**config.mk**
```make
export PLATFORM = sky130hd
export DESIGN_NAME = vocoder_interp
export DESIGN_NICKNAME = d
export VERILOG_FILES = /design/src/rtl/vocoder_pkg.sv /design/src/rtl/vocoder_interp_sync_fifo.sv /design/src/rtl/vocoder_interp.sv
export SDC_FILE = /design/constraint.sdc
export NUM_CORES = 1
export LEC_CHECK = 0
export CAP_MARGIN = 15
export CORE_ASPECT_RATIO = 1.25
export CORE_MARGIN = 3
export CORE_UTILIZATION = 50
export CTS_CLUSTER_DIAMETER = 30
export DETAILED_ROUTE_END_ITERATION = 12
export PLACE_DENSITY = 0.73
export SYNTH_ARGS = -nofsm -noshare
export SYNTH_HDL_FRONTEND = slang
export SYNTH_SLANG_ARGS = --single-unit
```
**constraint.sdc**
```tcl
create_clock -name clk -period 2.89 [get_ports clk]
set_clock_uncertainty 0.15 [all_clocks]
set_input_delay 0.578 -clock clk [delete_from_list [all_inputs] [get_ports clk]]
set_output_delay 0.578 -clock clk [all_outputs]
set_load 0.005 [all_outputs]
```
**src/rtl/vocoder_pkg.sv**
```systemverilog
// vocoder_pkg -- shared constants and types for the vocoder rate-change stages.
//   DEFAULT_WIDTH / DEFAULT_RATIO / DEFAULT_FIFO_DEPTH : default stage parameters
//   phase_w()  : width of a phase counter that counts 0..ratio-1
//   PHASE_W    : phase counter width for the default ratio
//   interp_state_e : interpolator priming state (EMPTY = no previous sample yet)
package vocoder_pkg;

  localparam int DEFAULT_WIDTH      = 3;
  localparam int DEFAULT_RATIO      = 2;
  localparam int DEFAULT_FIFO_DEPTH = 4;

  // A ratio of 1 would give a zero-width counter, so clamp to one bit.
  function automatic int phase_w(input int ratio);
    return (ratio > 1) ? $clog2(ratio) : 1;
  endfunction

  localparam int PHASE_W = phase_w(DEFAULT_RATIO);

  typedef enum logic {
    ST_EMPTY = 1'b0,
    ST_RUN   = 1'b1
  } interp_state_e;

endpackage

```
**src/rtl/vocoder_interp_sync_fifo.sv**
```systemverilog
// sync_fifo -- single-clock FIFO, shared by the decimator and interpolator sides.
//   clk, rst_n (sync, active-low) : clock / reset (pointers and count only)
//   push, wr_data  : write request and data (ignored while full)
//   pop            : read request (ignored while empty)
//   rd_data        : head of the queue, combinational (undefined while empty)
//   full, empty, count : occupancy
// DEPTH must be a power of two so the pointers wrap naturally.
module sync_fifo
  import vocoder_pkg::*;
#(
  parameter int  WIDTH = DEFAULT_WIDTH,
  parameter int  DEPTH = DEFAULT_FIFO_DEPTH,
  localparam int AW    = (DEPTH > 1) ? $clog2(DEPTH) : 1,
  localparam int CW    = $clog2(DEPTH + 1)
) (
  input  logic             clk,
  input  logic             rst_n,
  input  logic             push,
  input  logic [WIDTH-1:0] wr_data,
  input  logic             pop,
  output logic [WIDTH-1:0] rd_data,
  output logic             full,
  output logic             empty,
  output logic [CW-1:0]    count
);

  logic [WIDTH-1:0] mem [DEPTH];
  logic [AW-1:0]    wr_ptr;
  logic [AW-1:0]    rd_ptr;
  logic             do_push;
  logic             do_pop;

  assign full    = (count == CW'(DEPTH));
  assign empty   = (count == '0);
  assign do_push = push && !full;
  assign do_pop  = pop && !empty;
  assign rd_data = mem[rd_ptr];

  // NOTE: the storage array is deliberately not reset; the count decides what
  // is valid, and leaving it out of reset lets it map onto plain RAM/regfile.
  always_ff @(posedge clk) begin
    if (do_push) mem[wr_ptr] <= wr_data;
  end

  // NOTE: all state updates use non-blocking assignments so every register
  // samples the pre-edge values, independent of statement order.
  always_ff @(posedge clk) begin
    if (!rst_n) begin
      wr_ptr <= '0;
      rd_ptr <= '0;
      count  <= '0;
    end else begin
      if (do_push) wr_ptr <= wr_ptr + AW'(1);
      if (do_pop)  rd_ptr <= rd_ptr + AW'(1);
      case ({do_push, do_pop})
        2'b10:   count <= count + CW'(1);
        2'b01:   count <= count - CW'(1);
        default: ;
      endcase
    end
  end

endmodule

```
**src/rtl/vocoder_interp.sv**
```systemverilog
// vocoder_interp -- restores the full sample rate after the decimate-by-2 stage.
// Input samples are buffered in a small FIFO; each consecutive pair (prev, cur)
// yields RATIO outputs prev + floor((cur - prev) * phase / RATIO).
//   clk, rst_n (sync, active-low)
//   in_valid / in_ready / in_data    : decimated sample stream (in_ready = !full)
//   out_valid / out_ready / out_data : registered full-rate stream
// Build option: define VOCODER_INTERP_ZOH_EN for zero-order hold (each input
// sample repeated RATIO times, no priming sample needed).
module vocoder_interp
  import vocoder_pkg::*;
#(
  parameter int WIDTH      = DEFAULT_WIDTH,
  parameter int RATIO      = DEFAULT_RATIO,
  parameter int FIFO_DEPTH = DEFAULT_FIFO_DEPTH
) (
  input  logic             clk,
  input  logic             rst_n,
  input  logic             in_valid,
  output logic             in_ready,
  input  logic [WIDTH-1:0] in_data,
  output logic             out_valid,
  input  logic             out_ready,
  output logic [WIDTH-1:0] out_data
);

  localparam int SH = $clog2(RATIO);
  localparam int PW = phase_w(RATIO);
  localparam int CW = $clog2(FIFO_DEPTH + 1);
  localparam logic [PW-1:0] LAST_PHASE = PW'(RATIO - 1);

  logic [WIDTH-1:0] head;
  logic             fifo_full;
  logic             fifo_empty;
  logic [CW-1:0]    fifo_count;
  logic             push;
  logic             pop;

  // Space is judged on occupancy alone: a pop on the same edge never makes
  // room for a push into a full FIFO.
  assign in_ready = (fifo_count != CW'(FIFO_DEPTH));
  assign push     = in_valid && !fifo_full;

  sync_fifo #(
    .WIDTH (WIDTH),
    .DEPTH (FIFO_DEPTH)
  ) u_fifo (
    .clk     (clk),
    .rst_n   (rst_n),
    .push    (push),
    .wr_data (in_data),
    .pop     (pop),
    .rd_data (head),
    .full    (fifo_full),
    .empty   (fifo_empty),
    .count   (fifo_count)
  );

  logic [PW-1:0]    phase_q;
  logic [PW-1:0]    phase_d;
  logic             out_valid_d;
  logic [WIDTH-1:0] out_data_d;
  logic             out_free;
  logic             last;
  logic             fire;

  assign out_free = !out_valid || out_ready;
  assign last     = (phase_q == LAST_PHASE);

`ifndef VOCODER_INTERP_ZOH_EN
  interp_state_e          state_q;
  interp_state_e          state_d;
  logic [WIDTH-1:0]       prev_q;
  logic [WIDTH-1:0]       prev_d;
  logic signed [WIDTH:0]  diff;
  logic signed [WIDTH+SH:0] prod;
  logic signed [WIDTH+SH:0] step;
  logic [WIDTH-1:0]       interp;

  // Signed slope times phase, then an arithmetic shift so negative slopes
  // round toward minus infinity. The sum is always in range, so truncation
  // back to WIDTH bits is exact.
  always_comb begin
    diff   = $signed({1'b0, head}) - $signed({1'b0, prev_q});
    prod   = $signed({{SH{diff[WIDTH]}}, diff}) * $signed({{(WIDTH+1){1'b0}}, phase_q});
    step   = prod >>> SH;
    interp = WIDTH'($unsigned(step) + {{(SH+1){1'b0}}, prev_q});
  end
`endif

  always_comb begin
    // NOTE: every signal written here gets a default first, so no path through
    // the block leaves one unassigned and infers a latch.
    pop         = 1'b0;
    fire        = 1'b0;
    phase_d     = phase_q;
    out_valid_d = out_valid && !out_ready;
    out_data_d  = out_data;
`ifdef VOCODER_INTERP_ZOH_EN
    if (!fifo_empty && out_free) begin
      fire       = 1'b1;
      out_data_d = head;
    end
`else
    state_d = state_q;
    prev_d  = prev_q;
    case (state_q)
      ST_EMPTY: begin
        // Prime: the first sample only becomes the left end of a segment.
        if (!fifo_empty) begin
          pop     = 1'b1;
          prev_d  = head;
          state_d = ST_RUN;
        end
      end
      ST_RUN: begin
        if (!fifo_empty && out_free) begin
          fire       = 1'b1;
          out_data_d = interp;
          if (last) prev_d = head;
        end
      end
      default: state_d = ST_EMPTY;
    endcase
`endif
    if (fire) begin
      out_valid_d = 1'b1;
      if (last) begin
        pop     = 1'b1;
        phase_d = '0;
      end else begin
        phase_d = phase_q + PW'(1);
      end
    end
  end

  always_ff @(posedge clk) begin
    if (!rst_n) begin
      phase_q   <= '0;
      out_valid <= 1'b0;
      out_data  <= '0;
`ifndef VOCODER_INTERP_ZOH_EN
      state_q   <= ST_EMPTY;
      prev_q    <= '0;
`endif
    end else begin
      phase_q   <= phase_d;
      out_valid <= out_valid_d;
      out_data  <= out_data_d;
`ifndef VOCODER_INTERP_ZOH_EN
      state_q   <= state_d;
      prev_q    <= prev_d;
`endif
    end
  end

endmodule

```
# Yosys cells after proc, flatten, opt, wreduce, memory -nomap -nowiden
# Memory sizes are Yosys's and may differ from the RTL's. A register that Yosys moved wholly into a read port is not among the register bits.
# Cells that the tools add are included.
[classes] n_eq_ne=7 bitwise_logic=1 n_addsub=7 n_shift=0 n_mux=18 n_lt_le_gt_ge=0 n_mul=1 n_reduce_logical=14 div=0
[ops] op="$pmux 3 s2" n=2
[ops] op="$mux 1" n=11
[ops] op="$mux 3" n=3
[ops] op="$logic_and 1x1->1" n=5
[ops] op="$add 2x1->2 const B" n=2
[ops] op="$logic_not 1->1" n=4
[ops] op="$mul 4x2->4" n=1
[ops] op="$mux 2" n=2
[ops] op="$ne 2x2->1 const B" n=2
[ops] op="$sub 3x3->4" n=1
[ops] op="$add 3x1->3 const B" n=1
[ops] op="$add 3x3->3" n=1
[ops] op="$eq 3x3->1 const B" n=1
[ops] op="$logic_not 3->1" n=1
[ops] op="$ne 3x3->1 const B" n=1
[ops] op="$reduce_and 3->1" n=1
[ops] op="$sub 3x1->3 const B" n=1
[ops] op="$eq 2x1->1 const B" n=1
[ops] op="$eq 2x2->1 const B" n=1
[ops] op="$ne 2x1->1 const B" n=1
[ops] op="$reduce_and 2->1" n=1
[ops] op="$reduce_bool 2->1" n=1
[ops] op="$add 1x1->1 const B" n=1
[ops] op="$logic_or 1x1->1" n=1
[ops] op="$not 1->1" n=1
[word_totals] latchBits=0 register_bits=16 mem_bits_ro=0 ramBits=12 out_inout_bits=5 n_memories=1
[memory_table] name="u_fifo.mem" depth=4 word_bits=3 read_ports=1 rd_ports_with_merged_regs=1 write_ports=1 line="vocoder_interp_sync_fifo.sv:27" text="logic [WIDTH-1:0] mem [DEPTH];"

# Longest topological paths before layout
# Gate-level depths: netlist of run 1.
[depth] ltp_word=9 mapped_depth=11 ltp_nobuf=11

# Hierarchy
# Synthesis of run 1 repeated with hierarchy kept, for this count alone.
[unflattened] cells_unflattened=125 area_unflattened_um2=1443.9
[by_module_without_submodules] module="sync_fifo" seq_area_each_um2=540.5 cells_each=69 area_per_inst_um2=922.1 n_inst=1
[by_module_without_submodules] module="vocoder_interp" seq_area_each_um2=180.2 cells_each=56 area_per_inst_um2=521.8 n_inst=1

# Worst setup path after synthesis of run 1
# OpenSTA, ideal clock, no wires.
[synth_path] kind="reg-to-reg" from="reg (tool-made name)" to="reg out_data[2]" path_stages_with_launch=10 synth_period_minus_slack_ns=3.210 required_time_ns=2.666 arrival_time_ns=2.986 path_slack_ns=-0.320 path_cell_list="dfxtp_1 mux4_1 fa_1 and2_1 ha_1 inv_1 fa_1 xnor2_1 or4_1 a31oi_1"
[synth_rtl] item="end signal, assigned" line="vocoder_interp.sv:148" text="out_data <= out_data_d;"
[synth_rtl] item="end, declared" line="vocoder_interp.sv:23" text="output logic [WIDTH-1:0] out_data"

==> results of run 1 <==
==> worst max-delay path: cells and delay by family, from the launching register on <==
kind / cells / cell delay, ns
adders and majority gates: 3 / 0.97
muxes: 1 / 0.50
xor gates and xnor gates: 1 / 0.16
and+or+nand+nor: 3 / 0.71
buffers and inverters: 1 / 0.05
DFF: 1 / 0.37
AOI/OAI and AO/OA: 1 / 0.15
==> cell usage in the layout (no fill, tap or decap), types with 3 or more instances in the layout <==
cell type / n
nor2_1: 9
o21ai_0: 7
buf_4: 7
a21oi_1: 11
edfxtp_1: 12
inv_1: 11
clkbuf_4: 5
clkdlybuf4s50_1: 11
nand2_1: 5
ha_1: 8
and3_1: 5
dfxtp_1: 17
nand3_1: 5
xor2_1: 3
==> logic make-up (layout without fill, tap and decap cells) <==
logic type	after synthesis	after routing	share of synthesized area [%]
mux	3	3	5.33
buf+inv	14	37	3.73
flops	30	30	51.2
xor+xnor	6	6	3.73
simple gates	37	37	14.3
compound gates	25	25	10.4
fa+ha+maj	11	11	11.4
==> per-stage QoR <==
stage	setup WS, ns	std cells	hold WS [ns]	total power (µW)
2_1_floorplan	-0.114	126	0.303	1060
3_3_place_gp	-0.136	173	0.298	1240
3_5_place_dp	-0.249	173	0.306	1280
4_1_cts	-0.268	182	0.325	1620
5_1_grt	-0.362	182	0.352	1740
6_report	-0.242	182	0.319	1610
==> worst max path at each step <==
stage / from / endpoint / slack, ns / cells after the start
after global routing: register / out_data[2] / -0.36 / 10
after global placement: register / out_data[2] / -0.14 / 10
after floorplan: register / out_data[2] / -0.11 / 10
after detailed placement: register / out_data[2] / -0.25 / 10
after CTS: register / out_data[2] / -0.27 / 10
final: register / out_data[2] / -0.24 / 10
==> where the power goes <==
part,internal (µW),total (µW),switching [µW],leakage [µW]
registers,542,624,82.0,0.000258
clock network,179,320,141,0.0000450
logic,325,666,341,0.000336
total,1050,1610,564,0.000639
==> metal layers <==
| layer | global-route usage [%] | up-vias | wire length, µm | part of all wire (%) |
|---|---|---|---|---|
| met3 | 5.44 | 4 | 81 | 3.1 |
| met1 | 18.2 | 476 | 1010 | 39 |
| met2 | 33.1 | 13 | 1500 | 57 |
| met5 | 0 | - | 0 | 0 |
| met4 | 5.75 | 0 | 31 | 1.2 |
| li1 | - | 487 | - | - |
==> registers in the layout, indices dropped and copies added (netlist names), named ones only <==
register	cells
last	1
out_data	3
out_valid	1
prev_q	3
state_q	1
u_fifo.count	3
u_fifo.mem	12
u_fifo.rd_ptr	2
u_fifo.wr_ptr	2
==> what timing repair did <==
item,in CTS,in global routing
pin swaps,3,1
endpoints found under the setup margin,1,1
gates resized for setup,0,1
buffers inserted,1,0
==> cell type report <==
| cell class | count | area share, % |
|---|---|---|
| Clock buffer | 5 | 2.22 |
| Clock inverter | 3 | 2.37 |
| Inverter | 11 | 2.44 |
| Multi-Input combinational cell | 82 | 38.0 |
| Sequential cell | 30 | 42.9 |
| Tap cell | 33 | 2.44 |
| Timing Repair Buffer | 18 | 9.63 |
==> impl_metrics.json, run 1 <==
{
  "outcome": "finished with violations",
  "failed_checks": "negative setup slack",
  "die_width_um": 53.5,
  "dp_hpwl_um": 1960,
  "tns_ns": -0.242,
  "clk_pin_slew_ns": 0.09,
  "cts.sinks": 30,
  "cp_slowest_cell": "mux4_2",
  "fill_cells": 208,
  "clock_latency_on_the_worst_skew_pair_ns": 0.32,
  "seqCellArea_um2": 724,
  "async_flop_share_pct": 0,
  "initialDrtViolationCount": 17,
  "postLayoutCellArea_um2": 1690,
  "grt_max_degree": 17,
  "slowest_delay_ns": 0.50,
  "num-nets-final": 166,
  "edff_count_synth": 12,
  "combined_area_of_the_multi_input_logic_cells_um2": 642,
  "drt-pass1-iter-count": 4,
  "startpoint_class_of_the_critical_path": "register",
  "critPathKind": "reg -> reg",
  "hold_path.class": "reg -> reg",
  "buffer_levels_on_the_longest_clock_path": 2,
  "grt_antenna_before_repair": 0,
  "route.vias.total": 980,
  "h_tree_depth": 2,
  "vdd.ir_drop.worst_mv": 0.670,
  "numCtsBuffers": 5,
  "power.leakage_uw": 0.000639,
  "final_min_period_over_clock_period_pct": 108,
  "drc": 0,
  "whs_path_depth": 2,
  "final_hold_vio_count": 0,
  "dieHeight_um": 65.4,
  "totalWireLength_um": 2620,
  "synthDistinctLibCells": 32,
  "critical_path.max_fanout": 4,
  "rrSetupSlack_ns": -0.24,
  "area_growth_pct": 19.9,
  "placement.cell_area_um2": 1600,
  "worst_slack_ns": -0.242,
  "final_core_utilization_pct": 66.2,
  "antenna_cells": 0,
  "first_global_vias": 1029,
  "detail_route.vias_per_cell": 5.38,
  "root_buffer": "clkbuf_4",
  "setup_violations": 1,
  "drv_cap": 0,
  "synth_sequential_area_ratio_pct": 51.2,
  "worst-endpoint-arrival_ns": 3.23,
  "global_route.overflow_total": 0,
  "synth.top_cells.by_count": "18 x dfxtp_1, 12 x edfxtp_1, 11 x a21oi_1, 11 x inv_1, 9 x nor2_1",
  "power.density_cell_area_nw_per_um2": 953,
  "finalWorstPathRequiredPeriod_ns": 3.13,
  "portBuffers": 11,
  "holdPathEnd": "out_data[0]",
  "worst_slew_pin_slew_ns": 0.571,
  "place_congestion": 0.733,
  "postSynthRegisterBits": 30,
  "hold_wc_startpoint": "out_data[0]",
  "rsz0062_at_grt": "yes",
  "floorplan.die_area_um2": 3490,
  "grt_first_pass_wirelength_um": 4400,
  "rr_worst_depth": 10,
  "worst_ep_required_time_ns": 2.99,
  "crit_chain": "mux4_2 > nand2b_4 > fa_1 > and2_1 > ha_1 > inv_1 > fa_2 > xnor2_2 > or4_1 > a31oi_1",
  "synth.area.top_cells": "dfxtp_1 26%, edfxtp_1 26%, ha_1 7.1%",
  "worst_slew_margin_rel_pct": 61.6,
  "synthesis.area_um2": 1410,
  "max_slew_vio_count": 0,
  "fmax_mhz": 319,
  "wire_per_inst_um": 14.4,
  "yosysWarningCount": 0,
  "cts_tree": "done",
  "syn-mean-instance-area_um2": 11.2,
  "synthDominantCellAreaShare_pct": 25.6,
  "worstSetupEndpointType": "register",
  "worst_r2r_endpoint": "out_data[2]",
  "track_usage_pct": 17.8,
  "floorplan.io_pins": 12,
  "initial_core_util_pct": 55.2,
  "synthFlopType": "dfxtp_1",
  "drive_above_1_share_pct": 14.8,
  "floorplan.rows": 20,
  "syn_nets": 144,
  "syn_inst": 126,
  "synthDominantAreaCellType": "dfxtp_1",
  "cts.hold.buffers_added": 0,
  "design.core.area_um2": 2550,
  "postRouteAntennaNets": 0,
  "synth.most_common_cell": "dfxtp_1"
}
(Power assumes the default switching activity.)
==> run 2: changes to the inputs <==
--- a/config.mk
+++ b/config.mk
@@ -12,6 +12,7 @@
 export CTS_CLUSTER_DIAMETER = 30
 export DETAILED_ROUTE_END_ITERATION = 12
 export PLACE_DENSITY = 0.73
+export REMOVE_ABC_BUFFERS = 1
 export SYNTH_ARGS = -nofsm -noshare
 export SYNTH_HDL_FRONTEND = slang
 export SYNTH_SLANG_ARGS = --single-unit
==> run 2 against run 1 <==
Against the previous run:
- the flow still finishes with violations (negative setup slack)
- clock-buffer cell count unchanged
- sequential cell count did not move
- first-iteration DRC count down 5.9%
- non-clock buffer count increased by 3
- sequential power down 0.8%
- routed wire length decreased by 7.8%
- power is 2.0% higher
- combinational power up 3.3%
- register-to-register slack hardly changed
- critical path type unchanged
- critical endpoint unchanged
==> impl_metrics.json, run 2 (synthesis gave the netlist of run 1 again) <==
{
  "cp_slowest_cell": "mux4_2",
  "critical_path.top_delay_family": "adder cells",
  "die_width_um": 53.5,
  "failed_checks": "negative setup slack",
  "cts_tree": "done",
  "initial_core_util_pct": 55.2,
  "postRouteAntennaNets": 0,
  "floorplan.rows": 20,
  "design.core.area_um2": 2550,
  "global_route.overflow_total": 0,
  "floorplan.die_area_um2": 3490,
  "area_growth_pct": 22.2,
  "layout_common_cells": "17 x dfxtp_1, 12 x edfxtp_1, 11 x inv_1, 11 x a21oi_1, 11 x clkdlybuf4s50_1",
  "max_slew_vio_count": 0,
  "portBuffers": 11,
  "worst-endpoint-arrival_ns": 3.26,
  "place_congestion": 0.781,
  "place_inst": 177,
  "path_buf_inv": 1,
  "antenna_cells": 0,
  "numCtsBuffers": 5,
  "drc": 0,
  "final_min_period_over_clock_period_pct": 109,
  "buffer_levels_on_the_longest_clock_path": 2,
  "dpl_worst_slack_ns": -0.365,
  "worst_slew_margin_rel_pct": 58.4,
  "grt_first_pass_wirelength_um": 4410,
  "hold_path.class": "reg -> reg",
  "clock_latency_on_the_worst_skew_pair_ns": 0.33,
  "vdd.ir_drop.worst_mv": 0.589,
  "track_usage_pct": 17.7,
  "final_common_cell": "dfxtp_1",
  "fmax_mhz": 318,
  "detail_route.vias_per_cell": 5.35,
  "first_global_vias": 1038,
  "initialDrtViolationCount": 16,
  "finalWorstPathRequiredPeriod_ns": 3.14,
  "crit_chain": "mux4_2 > nand2b_4 > fa_1 > and2_1 > ha_1 > inv_1 > fa_2 > xnor2_2 > or4_1 > a31oi_1",
  "clk_pin_slew_ns": 0.10,
  "totalWireLength_um": 2420,
  "critical_path.max_fanout": 3,
  "floorplan.io_pins": 12,
  "final_hold_vio_count": 0,
  "wire_per_inst_um": 13.1,
  "root_buffer": "clkbuf_4",
  "rsz0062_at_grt": "yes",
  "power.leakage_uw": 0.000648,
  "route.vias.total": 990,
  "worst_slew_pin_slew_ns": 0.620,
  "finalNonFillerCells": 185,
  "grt_antenna_before_repair": 0,
  "startpoint_class_of_the_critical_path": "register",
  "setup_violations": 1,
  "worst_slack_ns": -0.254,
  "outcome": "finished with violations",
  "worst_ep_required_time_ns": 3.01,
  "largest_reg_flops": 12,
  "cts.sinks": 30,
  "drt-pass1-iter-count": 4,
  "slowest_delay_ns": 0.50,
  "dieHeight_um": 65.4,
  "drv_cap": 0,
  "num-nets-final": 169,
  "grt_max_degree": 17,
  "critPathKind": "reg -> reg",
  "power.density_cell_area_nw_per_um2": 954,
  "worst_hold_margin_ns": 0.348,
  "drive_above_1_share_pct": 17.1,
  "worstSetupEndpointType": "register",
  "dp_hpwl_um": 1830,
  "h_tree_depth": 2,
  "largest_register": "u_fifo.mem"
}
[run 2: changes by cell type in the layout (fill, tap and decap cells not counted), sizes merged]
cell,delta
buf,+3
clkinv,-2
clkinvlp,+2
[run 2: through the flow]
stage | setup TNS [ns] | instance area (µm²) | utilization (%) | power (µW)
global route | -0.397 | 1720 | 67.5 | 1790
detailed placement | -0.365 | 1620 | 63.6 | 1290
floorplan | -0.320 | 1400 | - | 1040
finish | -0.254 | 1720 | 67.5 | 1640
CTS | -0.261 | 1710 | 66.9 | 1650
global placement | -0.296 | 1620 | 63.6 | 1260
[run 2: path summary, 6_finish.rpt]
path | startpoint | end | slack, ns | depth (start not counted)
worst max-delay path | register | out_data[2] | -0.25 | 10
worst min-delay path | out_data[0] | out_data[0] | 0.35 | 2
worst max register to register | register | out_data[2] | -0.25 | 10
worst min register to register | out_data[0] | out_data[0] | 0.35 | 2
[run 2: worst reg2reg max path, stage by stage, from the launching register on]
cell and delay [ns]:
dfxtp_4 0.38, mux4_2 0.50, nand2b_4 0.16, fa_1 0.47, and2_1 0.12, ha_1 0.14, inv_1 0.05, fa_2 0.34
xnor2_2 0.14, or4_1 0.50, a31oi_1 0.13
[run 2: timing repair]
item                                    4_1_cts  5_1_grt
setup buffers                                 0        0
endpoints found under the setup margin        1        2
resized for setup                             3        3
hold endpoints to repair                      0        0
pin swaps                                     1        0
hold buffers                                  0        0
[run 2: per-layer routing]
metal / GRT usage [%] / wire length, µm
met1: 18.7 / 947
met2: 30.7 / 1350
met3: 6.80 / 98
met4: 6.71 / 26
met5: 0 / 0
[run 2: power by group]
| part | leakage, µW | switching [µW] | internal (µW) |
|---|---|---|---|
| registers | 0.000258 | 77.7 | 542 |
| logic | 0.000352 | 338 | 350 |
| clock network | 0.0000374 | 153 | 181 |
[run 2: final cells by class]
class / instances / area [µm²]
Fill cell: 214 / 831
Sequential cell: 30 / 724
Multi-Input combinational cell: 82 / 647
Timing Repair Buffer: 21 / 185
Clock inverter: 3 / 45.0
Inverter: 11 / 41.3
Tap cell: 33 / 41.3
Clock buffer: 5 / 37.5
